==> config.mk <==
export PLATFORM = sky130hd
export DESIGN_NAME = sram_uart_ctrl_flat
export DESIGN_NICKNAME = d
export VERILOG_FILES = /design/src/rtl/sram_uart_ctrl_if.sv /design/src/rtl/sram_uart_ctrl.sv /design/src/flat_wrapper.sv
export SDC_FILE = /design/constraint.sdc
export NUM_CORES = 1
export LEC_CHECK = 0
export CELL_PAD_IN_SITES_DETAIL_PLACEMENT = 0
export CELL_PAD_IN_SITES_GLOBAL_PLACEMENT = 1
export CORE_ASPECT_RATIO = 0.9
export CORE_MARGIN = 5
export CORE_UTILIZATION = 27
export CTS_CLUSTER_SIZE = 25
export DETAILED_ROUTE_END_ITERATION = 7
export PLACE_DENSITY_LB_ADDON = 0.1
export SLEW_MARGIN = 20
export SYNTH_ARGS = -nofsm -noshare
export SYNTH_HDL_FRONTEND = slang
export SYNTH_SLANG_ARGS = --single-unit
==> constraint.sdc <==
create_clock -name CLK -period 3.3 [get_ports CLK]
set_input_delay 0.825 -clock CLK [delete_from_list [all_inputs] [get_ports CLK]]
set_output_delay 0.825 -clock CLK [all_outputs]
set_load 0.02 [all_outputs]
==> src/rtl/sram_uart_ctrl_if.sv <==
// CPU-side data port and instruction-fetch port
// of the SRAM/UART controller.
interface sram_uart_ctrl_if;
  logic        d_req;
  logic        d_we;
  logic [15:0] d_addr;
  logic [15:0] d_wdata;
  logic [15:0] d_rdata;
  logic        d_ready;
  logic        d_err;
  logic [15:0] i_addr;
  logic [15:0] i_data;
  logic        i_valid;

  modport master (
    output d_req, d_we, d_addr, d_wdata, i_addr,
    input  d_rdata, d_ready, d_err, i_data, i_valid
  );

  modport slave (
    input  d_req, d_we, d_addr, d_wdata, i_addr,
    output d_rdata, d_ready, d_err, i_data, i_valid
  );
endinterface

==> src/rtl/sram_uart_ctrl.sv <==
// Shared SRAM/UART bus controller: data port to RAM1/RAM2/UART,
// fetch path on RAM2 stalled to a NOP during RAM2 data accesses.
module sram_uart_ctrl #(
  parameter int          WAIT_CYCLES = 1,
  parameter logic [15:0] SYS_TOP     = 16'h4000,
  parameter logic [15:0] UART_BASE   = 16'hBF00,
  parameter logic [15:0] NOP_WORD    = 16'h0800
) (
  input  logic        CLK,
  input  logic        RST,
  sram_uart_ctrl_if.slave bus,
  output logic [17:0] ram1_addr,
  input  logic [15:0] ram1_dq_i,
  output logic [15:0] ram1_dq_o,
  output logic        ram1_dq_oe,
  output logic        ram1_ce_n,
  output logic        ram1_oe_n,
  output logic        ram1_we_n,
  output logic [17:0] ram2_addr,
  input  logic [15:0] ram2_dq_i,
  output logic [15:0] ram2_dq_o,
  output logic        ram2_dq_oe,
  output logic        ram2_ce_n,
  output logic        ram2_oe_n,
  output logic        ram2_we_n,
  output logic        rdn,
  output logic        wrn,
  input  logic        tbre,
  input  logic        tsre,
  input  logic        data_ready
);

  typedef enum logic [2:0] {
    IDLE, SETUP, STROBE, HOLD, QUICK
  } state_t;

  typedef enum logic [1:0] {
    T_RAM1, T_RAM2, T_UART
  } tgt_t;

  state_t      state, next;
  tgt_t        tgt_q, tgt_d;
  logic [15:0] addr_q, wdata_q, rdata_q;
  logic        we_q, err_q;
  logic [3:0]  cnt;
  logic        is_uart, prot, quick, accept;
  logic        act, stb, busy2;
  logic        r1, r2, ua;

  // Address decode and fast-path classification of the request
  always_comb begin
    is_uart = bus.d_addr[15] &&
              (bus.d_addr[15:4] == UART_BASE[15:4]);
    tgt_d   = T_RAM1;
    if (!bus.d_addr[15])
      tgt_d = T_RAM2;
    else if (is_uart)
      tgt_d = T_UART;
    prot    = bus.d_we && (bus.d_addr < SYS_TOP);
    quick   = prot || (is_uart && bus.d_addr[3:0] != 4'd0);
    accept  = (state == IDLE) && bus.d_req;
  end

  // State register
  always_ff @(posedge CLK) begin
    if (RST)
      state <= IDLE;
    else
      state <= next;
  end

  // Next-state logic
  always_comb begin
    next = state;
    unique case (state)
      IDLE:    if (bus.d_req) next = quick ? QUICK : SETUP;
      SETUP:   next = STROBE;
      STROBE:  if (cnt <= 4'd1) next = HOLD;
      HOLD:    next = IDLE;
      QUICK:   next = IDLE;
      default: next = IDLE;
    endcase
  end

  // Request latch, strobe counter and read-data capture
  always_ff @(posedge CLK) begin
    if (RST) begin
      cnt     <= 4'd0;
      addr_q  <= 16'h0000;
      wdata_q <= 16'h0000;
      rdata_q <= 16'h0000;
      we_q    <= 1'b0;
      err_q   <= 1'b0;
      tgt_q   <= T_RAM1;
    end else begin
      if (accept) begin
        addr_q  <= bus.d_addr;
        wdata_q <= bus.d_wdata;
        we_q    <= bus.d_we;
        tgt_q   <= tgt_d;
        err_q   <= prot;
        if (quick && !bus.d_we)
          rdata_q <= (bus.d_addr[3:0] == 4'd1) ?
                     {14'b0, data_ready, tbre & tsre} :
                     16'h0000;
      end
      if (state == SETUP)
        cnt <= 4'(WAIT_CYCLES);
      else if (state == STROBE) begin
        cnt <= cnt - 4'd1;
        if (cnt <= 4'd1 && !we_q) begin
          unique case (tgt_q)
            T_RAM2:  rdata_q <= ram2_dq_i;
            T_UART:  rdata_q <= {8'h00, ram1_dq_i[7:0]};
            default: rdata_q <= ram1_dq_i;
          endcase
        end
      end
    end
  end

  assign act   = state inside {SETUP, STROBE, HOLD};
  assign stb   = (state == STROBE);
  assign r1    = (tgt_q == T_RAM1);
  assign r2    = (tgt_q == T_RAM2);
  assign ua    = (tgt_q == T_UART);
  assign busy2 = act && r2;

  assign ram1_addr  = {2'b00, addr_q};
  assign ram1_dq_o  = wdata_q;
  assign ram1_dq_oe = act && (r1 || ua) && we_q;
  assign ram1_ce_n  = !(act && r1);
  assign ram1_oe_n  = !(stb && r1 && !we_q);
  assign ram1_we_n  = !(stb && r1 && we_q);

  assign rdn = !(stb && ua && !we_q);
  assign wrn = !(stb && ua && we_q);

  assign ram2_addr  = {2'b00, busy2 ? addr_q : bus.i_addr};
  assign ram2_dq_o  = wdata_q;
  assign ram2_dq_oe = busy2 && we_q;
  assign ram2_ce_n  = 1'b0;
  assign ram2_oe_n  = busy2 ? !(stb && !we_q) : 1'b0;
  assign ram2_we_n  = !(busy2 && stb && we_q);

  assign bus.d_ready = (state == HOLD) || (state == QUICK);
  assign bus.d_err   = (state == QUICK) && err_q;
  assign bus.d_rdata = rdata_q;
  assign bus.i_data  = busy2 ? NOP_WORD : ram2_dq_i;
  assign bus.i_valid = !busy2;

endmodule

==> src/flat_wrapper.sv <==
// flat-port wrapper written by rule: the top's interface ports become plain ports
module sram_uart_ctrl_flat 
#(
  parameter int          WAIT_CYCLES = 1,
  parameter logic [15:0] SYS_TOP     = 16'h4000,
  parameter logic [15:0] UART_BASE   = 16'hBF00,
  parameter logic [15:0] NOP_WORD    = 16'h0800
)
  (CLK, RST, ram1_addr, ram1_dq_i, ram1_dq_o, ram1_dq_oe, ram1_ce_n, ram1_oe_n, ram1_we_n, ram2_addr, ram2_dq_i, ram2_dq_o, ram2_dq_oe, ram2_ce_n, ram2_oe_n, ram2_we_n, rdn, wrn, tbre, tsre, data_ready, bus_d_req, bus_d_we, bus_d_addr, bus_d_wdata, bus_i_addr, bus_d_rdata, bus_d_ready, bus_d_err, bus_i_data, bus_i_valid);
  sram_uart_ctrl_if bus_i ();
  input  logic CLK;
  input  logic RST;
  output logic [17:0] ram1_addr;
  input  logic [15:0] ram1_dq_i;
  output logic [15:0] ram1_dq_o;
  output logic ram1_dq_oe;
  output logic ram1_ce_n;
  output logic ram1_oe_n;
  output logic ram1_we_n;
  output logic [17:0] ram2_addr;
  input  logic [15:0] ram2_dq_i;
  output logic [15:0] ram2_dq_o;
  output logic ram2_dq_oe;
  output logic ram2_ce_n;
  output logic ram2_oe_n;
  output logic ram2_we_n;
  output logic rdn;
  output logic wrn;
  input  logic tbre;
  input  logic tsre;
  input  logic data_ready;
  input wire logic [$bits(bus_i.d_req)-1:0] bus_d_req;
  input wire logic [$bits(bus_i.d_we)-1:0] bus_d_we;
  input wire logic [$bits(bus_i.d_addr)-1:0] bus_d_addr;
  input wire logic [$bits(bus_i.d_wdata)-1:0] bus_d_wdata;
  input wire logic [$bits(bus_i.i_addr)-1:0] bus_i_addr;
  output wire logic [$bits(bus_i.d_rdata)-1:0] bus_d_rdata;
  output wire logic [$bits(bus_i.d_ready)-1:0] bus_d_ready;
  output wire logic [$bits(bus_i.d_err)-1:0] bus_d_err;
  output wire logic [$bits(bus_i.i_data)-1:0] bus_i_data;
  output wire logic [$bits(bus_i.i_valid)-1:0] bus_i_valid;
  assign bus_i.d_req = bus_d_req;
  assign bus_i.d_we = bus_d_we;
  assign bus_i.d_addr = bus_d_addr;
  assign bus_i.d_wdata = bus_d_wdata;
  assign bus_i.i_addr = bus_i_addr;
  assign bus_d_rdata = bus_i.d_rdata;
  assign bus_d_ready = bus_i.d_ready;
  assign bus_d_err = bus_i.d_err;
  assign bus_i_data = bus_i.i_data;
  assign bus_i_valid = bus_i.i_valid;
  sram_uart_ctrl #(.WAIT_CYCLES(WAIT_CYCLES), .SYS_TOP(SYS_TOP), .UART_BASE(UART_BASE), .NOP_WORD(NOP_WORD)) u_core (.CLK(CLK), .RST(RST), .bus(bus_i), .ram1_addr(ram1_addr), .ram1_dq_i(ram1_dq_i), .ram1_dq_o(ram1_dq_o), .ram1_dq_oe(ram1_dq_oe), .ram1_ce_n(ram1_ce_n), .ram1_oe_n(ram1_oe_n), .ram1_we_n(ram1_we_n), .ram2_addr(ram2_addr), .ram2_dq_i(ram2_dq_i), .ram2_dq_o(ram2_dq_o), .ram2_dq_oe(ram2_dq_oe), .ram2_ce_n(ram2_ce_n), .ram2_oe_n(ram2_oe_n), .ram2_we_n(ram2_we_n), .rdn(rdn), .wrn(wrn), .tbre(tbre), .tsre(tsre), .data_ready(data_ready));
endmodule
== Word level (Yosys, flattened, before mapping) ==
Index checks and enable logic that the tools add are counted.

* Add/subtract/negate cells: 1
* Magnitude comparators: 2
* Eq/ne operators: 10
* Mux-type cells: 18
* Bitwise operators: 1
* Reduce and logical (&&, ||, !) cells: 41

{| class="wikitable"
|+ Operator list
! cell !! count
|-
| $mux W16 || 7
|-
| $pmux W16 S2 || 1
|-
| $logic_and A1 B1 Y1 || 21
|-
| $lt A16 B15 Y1 const B || 1
|-
| $eq A12 B12 Y1 const B || 1
|-
| $logic_not A1 Y1 || 10
|-
| $mux W3 || 3
|-
| $pmux W3 S3 || 1
|-
| $eq A3 B2 Y1 const B || 2
|-
| $mux W2 || 3
|-
| $eq A4 B1 Y1 const B || 1
|-
| $le A4 B1 Y1 const B || 1
|-
| $ne A2 B2 Y1 const B || 2
|-
| $reduce_bool A4 Y1 || 1
|-
| $sub A4 B1 Y4 const B || 1
|-
| $eq A3 B1 Y1 const B || 1
|-
| $eq A3 B3 Y1 const B || 1
|-
| $logic_not A3 Y1 || 1
|-
| $logic_or A1 B1 Y1 || 3
|-
| $mux W1 || 3
|-
| $reduce_bool A3 Y1 || 1
|-
| $eq A2 B1 Y1 const B || 1
|-
| $eq A2 B2 Y1 const B || 1
|-
| $logic_not A2 Y1 || 1
|-
| 4 further kinds || 4
|}

* Bits in registers: 59

== Depth between registers and ports, before layout ==
Gate-level depths: netlist of the first run.

* Depth after elaboration: 10
* Mapped depth: 9

== Least setup slack after synthesis of the first run ==
Ideal clock, no wire load.

* Path kind: register to output
* From: register u_core.state[2]
* To: output port bus_i_data[10]
* Data arrival time: 1.678 ns
* Path slack: 0.797 ns
* Cell stages (with the launch flop): 6
* Cell sequence: dfxtp_1 buf_1 nor2_1 nand2_1 clkbuf_1 and2_1

* Longest elaborated chain between the ends: 4
* Elaborated cells on any way between the ends: 6

{| class="wikitable"
|+ RTL lines
! what !! line !! text
|-
| start: declaration || sram_uart_ctrl.sv:41 || <nowiki>state_t state, next;</nowiki>
|-
| start signal: assignment || sram_uart_ctrl.sv:69 || <nowiki>state <= next;</nowiki>
|-
| $eq A3 B1 Y1 or $eq A3 B2 Y1 (tied branches) || sram_uart_ctrl.sv:122 || <nowiki>assign act = state inside {SETUP, STROBE, HOLD};</nowiki>
|-
| $reduce_bool A3 Y1 (*) || sram_uart_ctrl.sv:122 ||
|-
| $logic_and A1 B1 Y1 (*) || sram_uart_ctrl.sv:127 || <nowiki>assign busy2 = act && r2;</nowiki>
|-
| $mux W16 (*) || sram_uart_ctrl.sv:149 || <nowiki>assign bus.i_data = busy2 ? NOP_WORD : ram2_dq_i;</nowiki>
|-
| end: declaration || flat_wrapper.sv:40 || <nowiki>output wire logic [$bits(bus_i.i_data)-1:0] bus_i_data;</nowiki>
|}

Mark *: on every way between the ends. The rest lies on a longest branch, timed or not.

== Worst setup path after layout of the first run ==
* From: register u_core.state[2]
* To: output port ram2_addr[0]

* Longest elaborated chain between the ends: 4
* Elaborated cells on any way between the ends: 6

{| class="wikitable"
|+ RTL lines
! what !! line !! text
|-
| $eq A3 B1 Y1 or $eq A3 B2 Y1 (tied branches) || sram_uart_ctrl.sv:122 ||
|-
| $reduce_bool A3 Y1 (*) || sram_uart_ctrl.sv:122 ||
|-
| $logic_and A1 B1 Y1 (*) || sram_uart_ctrl.sv:127 ||
|-
| $mux W16 (*) || sram_uart_ctrl.sv:139 || <nowiki>assign ram2_addr = {2'b00, busy2 ? addr_q : bus.i_addr};</nowiki>
|-
| end: declaration || flat_wrapper.sv:20 || <nowiki>output logic [17:0] ram2_addr;</nowiki>
|}

Marks and branches as above.

==> results of run 1 <==
-- flip-flops by register name, indices dropped and copies added (netlist names) --
name                flops
u_core.addr_q          16
u_core.bus.d_rdata     16
u_core.cnt              4
u_core.err_q            1
u_core.ram1_dq_o       16
u_core.state            3
u_core.tgt_q            2
u_core.we_q             1
-- metrics by stage --
stage          utilization, %  hold slack (ps)
6_report                 47.2              455
5_1_grt                  47.2              484
4_1_cts                  47.2              454
3_5_place_dp             44.6              448
3_3_place_gp             44.6              438
2_1_floorplan               -              432
-- tightest hold or removal path, delay by kind of cell, from the launching register on --
kind,cells,cell delay (ps)
compound gates,1,50
simple gates,1,50
flops,1,300
-- cell usage after synthesis (9+ instances only) --
cell type   n  area, um2
nand2_1    79        297
nand3_1    11       55.1
mux2_2     16        180
a31oi_1    14       87.6
clkbuf_1   16       60.1
a21oi_1    37        185
and2_1     16        100
buf_4      22        165
dfxtp_1    59       1180
nand2b_1    9       56.3
nor3_1      9       45.0
nor2_1     29        109
-- path summary, 6_finish.rpt --
kind | end | slack [ps]
hold reg to reg | u_core.err_q | 450
setup / recovery | ram2_addr[0] | 230
setup reg to reg | u_core.bus.d_rdata[7] | 950
hold / removal | u_core.err_q | 450
-- power groups by stage --
stage                     clock network [mW]  logic [mW]  registers, mW
after global placement                     0       0.869          0.851
final                                  0.925       0.866          0.838
after floorplan                            0       0.427          0.911
after detailed placement                   0       0.872          0.853
after global routing                   0.988       0.932          0.850
after CTS                              0.950       0.877          0.839
-- per-layer routing --
metal	track usage [%]	up-vias	share of wire [%]
met2	24.5	137	45
met3	5.44	9	10
met5	0	-	0
li1	-	1643	-
met4	4.43	0	1.0
met1	20.8	1485	44
-- area by class of cell --
type	count	area [um2]	share of cell area [%]
repair buffers	210	2060	38.2
multi-input cells	278	1640	30.4
flip-flops and latches	59	1180	22.0
clock buffers	13	260	4.84
well taps	156	195	3.63
clock inverters	2	35.0	0.651
inverters	4	15.0	0.279
-- kinds of logic after synthesis --
| logic type | count (synthesis) |
|---|---|
| xor gates and xnor gates | 3 |
| AOI/OAI and AO/OA | 74 |
| DFF | 59 |
| and+or+nand+nor | 175 |
| other | 1 |
| buffers and inverters | 54 |
| adders and majority gates | 5 |
| muxes | 16 |
==> flow_summary.ini, run 1 <==
[status]
status = complete, no violations

[sta]
setup_ws_ps = 233
tightest_slew_ps = 822
fmaxAchievable_mhz = 326
slew_violations = 0
post-route-period-util_pct = 92.9
rsz0062_at_grt = false
finalSetupViolations = 0
fin_worst_skew_ps = 5.50
final.setup.tns_ps = 0
hold_violations = 0
post-route-min-period_ps = 3070
slew_headroom_pct = 45.1

[synthesis]
netlist_area_um2 = 3120
avgSynthCellArea_um2 = 8.07
async_flop_share_pct = 0
synthSimpleGateAreaFrac_pct = 28.0
synth-compound-area-share_pct = 15.2
synth_mux_area_share_pct = 5.77
synth_edf_count = 0
synth_seq_area_share_pct = 37.8
ys_warn_count = 0
ys.flop_type = dfxtp_1
synth_top_family_by_area = simple AND/OR/NAND/NOR gates
syn_inst = 387
ys_types = 43
ys_ff_latch = 59
synth_xor_area_share_pct = 0.841
synth_fa_ha_area_share_pct = 2.00

[clocking]
insertion_delay_ps = 320
cts_hold_buffers = 0
postCtsSetupBuffers = 0
h-tree-depth = 3
cts_buffer_depth = 2
post_cts_resized = 0
cts-buffers-inserted = 9
cts_tree = done
cts_root_buffer = clkbuf_16
clk_pin_slew_ps = 50
clock-sinks = 59

[placement]
post-place-ws_ps = 366
io_buffers = 194
dpl.hpwl_um = 8570
dp_cells = 707
place.gp.congestion = 0.674
placedInstanceArea_um2 = 5080

[critical_path]
arrival_ps = 2240
critPathLaunch = u_core.state[2]
crit_path_max_incr_delay_ps = 600
cp_common_cell = buf_4
reg2reg_depth = 6
critical_path.max_fanout = 17
crit_cells = 6
crit_path_start_kind = flop
critical-path-top-delay-family = buffers and inverters
critPathKind = flop to primary output
path_cells = buf_4, nor2_1, nand2_1, buf_4, mux2_2, clkdlybuf4s50_1
required_ps = 2470
r2r-start = u_core.state[2]
endpoint_kind = primary output
crit_slowest_cell = clkdlybuf4s50_1
path_buf_inv = 3

[route]
drt_wl_total_um = 11200
drt_iter0_drc = 144
wl_per_cell_um = 15.5
via_per_inst = 4.53
via_count = 3274
antenna_left = 0
drc = 0
drt_pass1_iterations = 4

[finish]
postLayoutCellArea_um2 = 5380
stdcell_count = 722
fin_nets = 654
drive_above_1_share_pct = 11.1
antennaDiodeCount = 0
fillers = 1158
area_growth_pct = 72.2
layout_commonest_cell = clkdlybuf4s50_1
final_cell_mix = clkdlybuf4s50_1 (193), nand2_1 (79), dfxtp_1 (59), a21oi_1 (37), nor2_1 (29)

[power]
switching_share_pct = 30.5
power_frac_clock_pct = 35.2
power.leakage_nw = 1.95
powerDensity_nw_per_um2 = 489
power_switching_mw = 0.802
p_comb_share_pct = 32.9
power.total_mw = 2.63
seqPwrFrac_pct = 31.9
p_int_mw = 1.83
ir_worst_vdd_mv = 0.214

[floorplan]
die-area_um2 = 13800
num_io_pins = 200
row_count = 37
core_um2 = 11400
start_util_pct = 27.4
die_x_um = 123
die_h_um = 112

[global_route]
grt_max_degree = 34
antenna_found_initial = 0
grt_remaining_overflow = 0
track_usage_pct = 15.8
grt_pass1_vias = 3282
grt_pass1_wl_um = 17500

[min_path]
hold_path.class = flop to flop
min_path_cells = 2
min-delay-start = u_core.err_q

[flow_run]
cap_violations = 0
Power figures use the tool's default switching activity.
==> inputs of run 2 (changes only) <==
CORE_UTILIZATION = 46   (was 27)
DONT_BUFFER_PORTS = 1   (was default)
GPL_ROUTABILITY_DRIVEN = 1   (was default)
==> run 2 against run 1 <==
Total power fell by 22%. Sequential cell count did not move. Global-route usage rose by 3.4 points. Hold slack improved by 1.5 ps. Cell area fell by 41%. Combinational power fell by 54%. Largest cell class is now multi-input combinational cells. Largest power group is now sequential cells. Highest routed layer unchanged.
==> flow_summary.ini, run 2 (synthesis results as in run 1) <==
[sta]
fmaxAchievable_mhz = 330
post-route-min-period_ps = 3030
finalSetupViolations = 0
slew_headroom_pct = 44.0
slew_violations = 0
timing.hold.ws_ps = 456
post-route-period-util_pct = 91.7
rsz0062_at_grt = false
tightest_slew_ps = 840
fin_worst_skew_ps = 8.30
final.setup.tns_ps = 0
hold_violations = 0

[clocking]
cts_hold_buffers = 0
postCtsSetupBuffers = 0
clk_pin_slew_ps = 70
cts_root_buffer = clkbuf_8
cts_buffer_depth = 2
cts_tree = done
cts-buffers-inserted = 9
post_cts_resized = 0
h-tree-depth = 3
insertion_delay_ps = 330
clock-sinks = 59

[route]
drc = 0
via_per_inst = 5.67
drt_pass1_iterations = 4
antenna_left = 0
drt_wl_total_um = 8650
via_count = 2563
wl_per_cell_um = 19.1
drt_iter0_drc = 62

[placement]
io_buffers = 0
placedInstanceArea_um2 = 2990
dp_cells = 437
place.gp.congestion = 0.808
dpl.hpwl_um = 6330

[status]
status = complete, no violations

[critical_path]
r2r_setup_slack_ps = 890
required_ps = 2470
critPathKind = flop to primary output
r2r_end = u_core.bus.d_rdata[4]
reg2reg_depth = 6
arrival_ps = 2200
critPathLaunch = u_core.state[0]
r2r-start = u_core.state[2]
endpoint_kind = primary output
critical_path.max_fanout = 29
crit_path_start_kind = flop
crit_end = ram2_addr[10]

[global_route]
grt_max_degree = 60
grt_pass1_vias = 2423
antenna_found_initial = 0
track_usage_pct = 19.2
grt_pass1_wl_um = 12900
grt_remaining_overflow = 0

[min_path]
hold_path.class = flop to flop

[power]
p_comb_share_pct = 19.4
p_int_mw = 1.34
power_frac_clock_pct = 34.2
power.leakage_nw = 1.13
ir_worst_vdd_mv = 0.257
powerDensity_nw_per_um2 = 641
seqPwrFrac_pct = 46.4
switching_share_pct = 34.6
power_switching_mw = 0.709

[floorplan]
die_x_um = 96.9
num_io_pins = 200
row_count = 28
core_um2 = 6590
die-area_um2 = 8540
die_h_um = 88.2
start_util_pct = 47.4

[finish]
fin_nets = 450
stdcell_count = 452
fillers = 698
antennaDiodeCount = 0
postLayoutCellArea_um2 = 3200
final_cell_mix = nand2_1 (79), dfxtp_1 (59), a21oi_1 (37), nor2_1 (29)
layout_commonest_cell = nand2_1
area_growth_pct = 2.32
drive_above_1_share_pct = 14.6
fin_util_pct = 48.5

[flow_run]
cap_violations = 0
[run 2: cell types whose count changed in the layout (fill, tap and decap cells not counted), sizes merged]
cell           delta
buf              -11
bufinv            +1
clkbuf            -3
clkdlybuf4s50   -193
clkinv            +2
[run 2: how the worst min path moves through the flow]
stage | startpoint | end | slack [ps] | cells past startpoint
after CTS | u_core.err_q | u_core.err_q | 460 | 2
after floorplan | u_core.err_q | u_core.err_q | 430 | 2
after global placement | u_core.err_q | u_core.err_q | 440 | 2
after global routing | u_core.err_q | u_core.err_q | 480 | 2
final | u_core.err_q | u_core.err_q | 460 | 2
after detailed placement | u_core.err_q | u_core.err_q | 450 | 2
[run 2: layout make-up]
cell class | count | area, um2 | area share, %
Clock buffer | 10 | 128 | 3.99
Clock inverter | 5 | 78.8 | 2.47
Inverter | 4 | 15.0 | 0.470
Multi-Input combinational cell | 278 | 1640 | 51.2
Sequential cell | 59 | 1180 | 36.9
Tap cell | 90 | 113 | 3.52
Timing Repair Buffer | 6 | 45.0 | 1.41
[run 2: critical path, stage by stage (launching register included)]
cell and delay [ps]:
dfxtp_1 420, nor2_1 390, nor2_1 150, nand2_1 130, buf_4 340, mux2_2 440
[run 2: routing by layer]
metal | vias to the layer above | global-route usage [%] | routed length [um]
li1 | 1227 | - | -
met1 | 1180 | 23.6 | 3640
met2 | 141 | 30.5 | 4000
met3 | 15 | 7.40 | 859
met4 | 0 | 8.29 | 140
met5 | - | 0 | 0
[run 2: stage by stage]
step                      power, mW  setup WS (ps)
after floorplan                1.34            797
after global placement         1.36            696
after detailed placement       1.37            605
after CTS                      2.08            243
after global routing           2.16            104
final                          2.05            272
[run 2: power by group through the flow]
stage	logic, mW	clock network, mW	registers [mW]
finish	0.398	0.700	0.951
global placement	0.396	0	0.966
CTS	0.403	0.722	0.952
floorplan	0.427	0	0.911
detailed placement	0.403	0	0.967
global route	0.442	0.761	0.961
==> inputs of run 3 (changes only) <==
CTS_CLUSTER_SIZE = 28   (was 25)
==> results of run 3 <==
The final DEF is identical to that of run 2; final timing and power are the same.
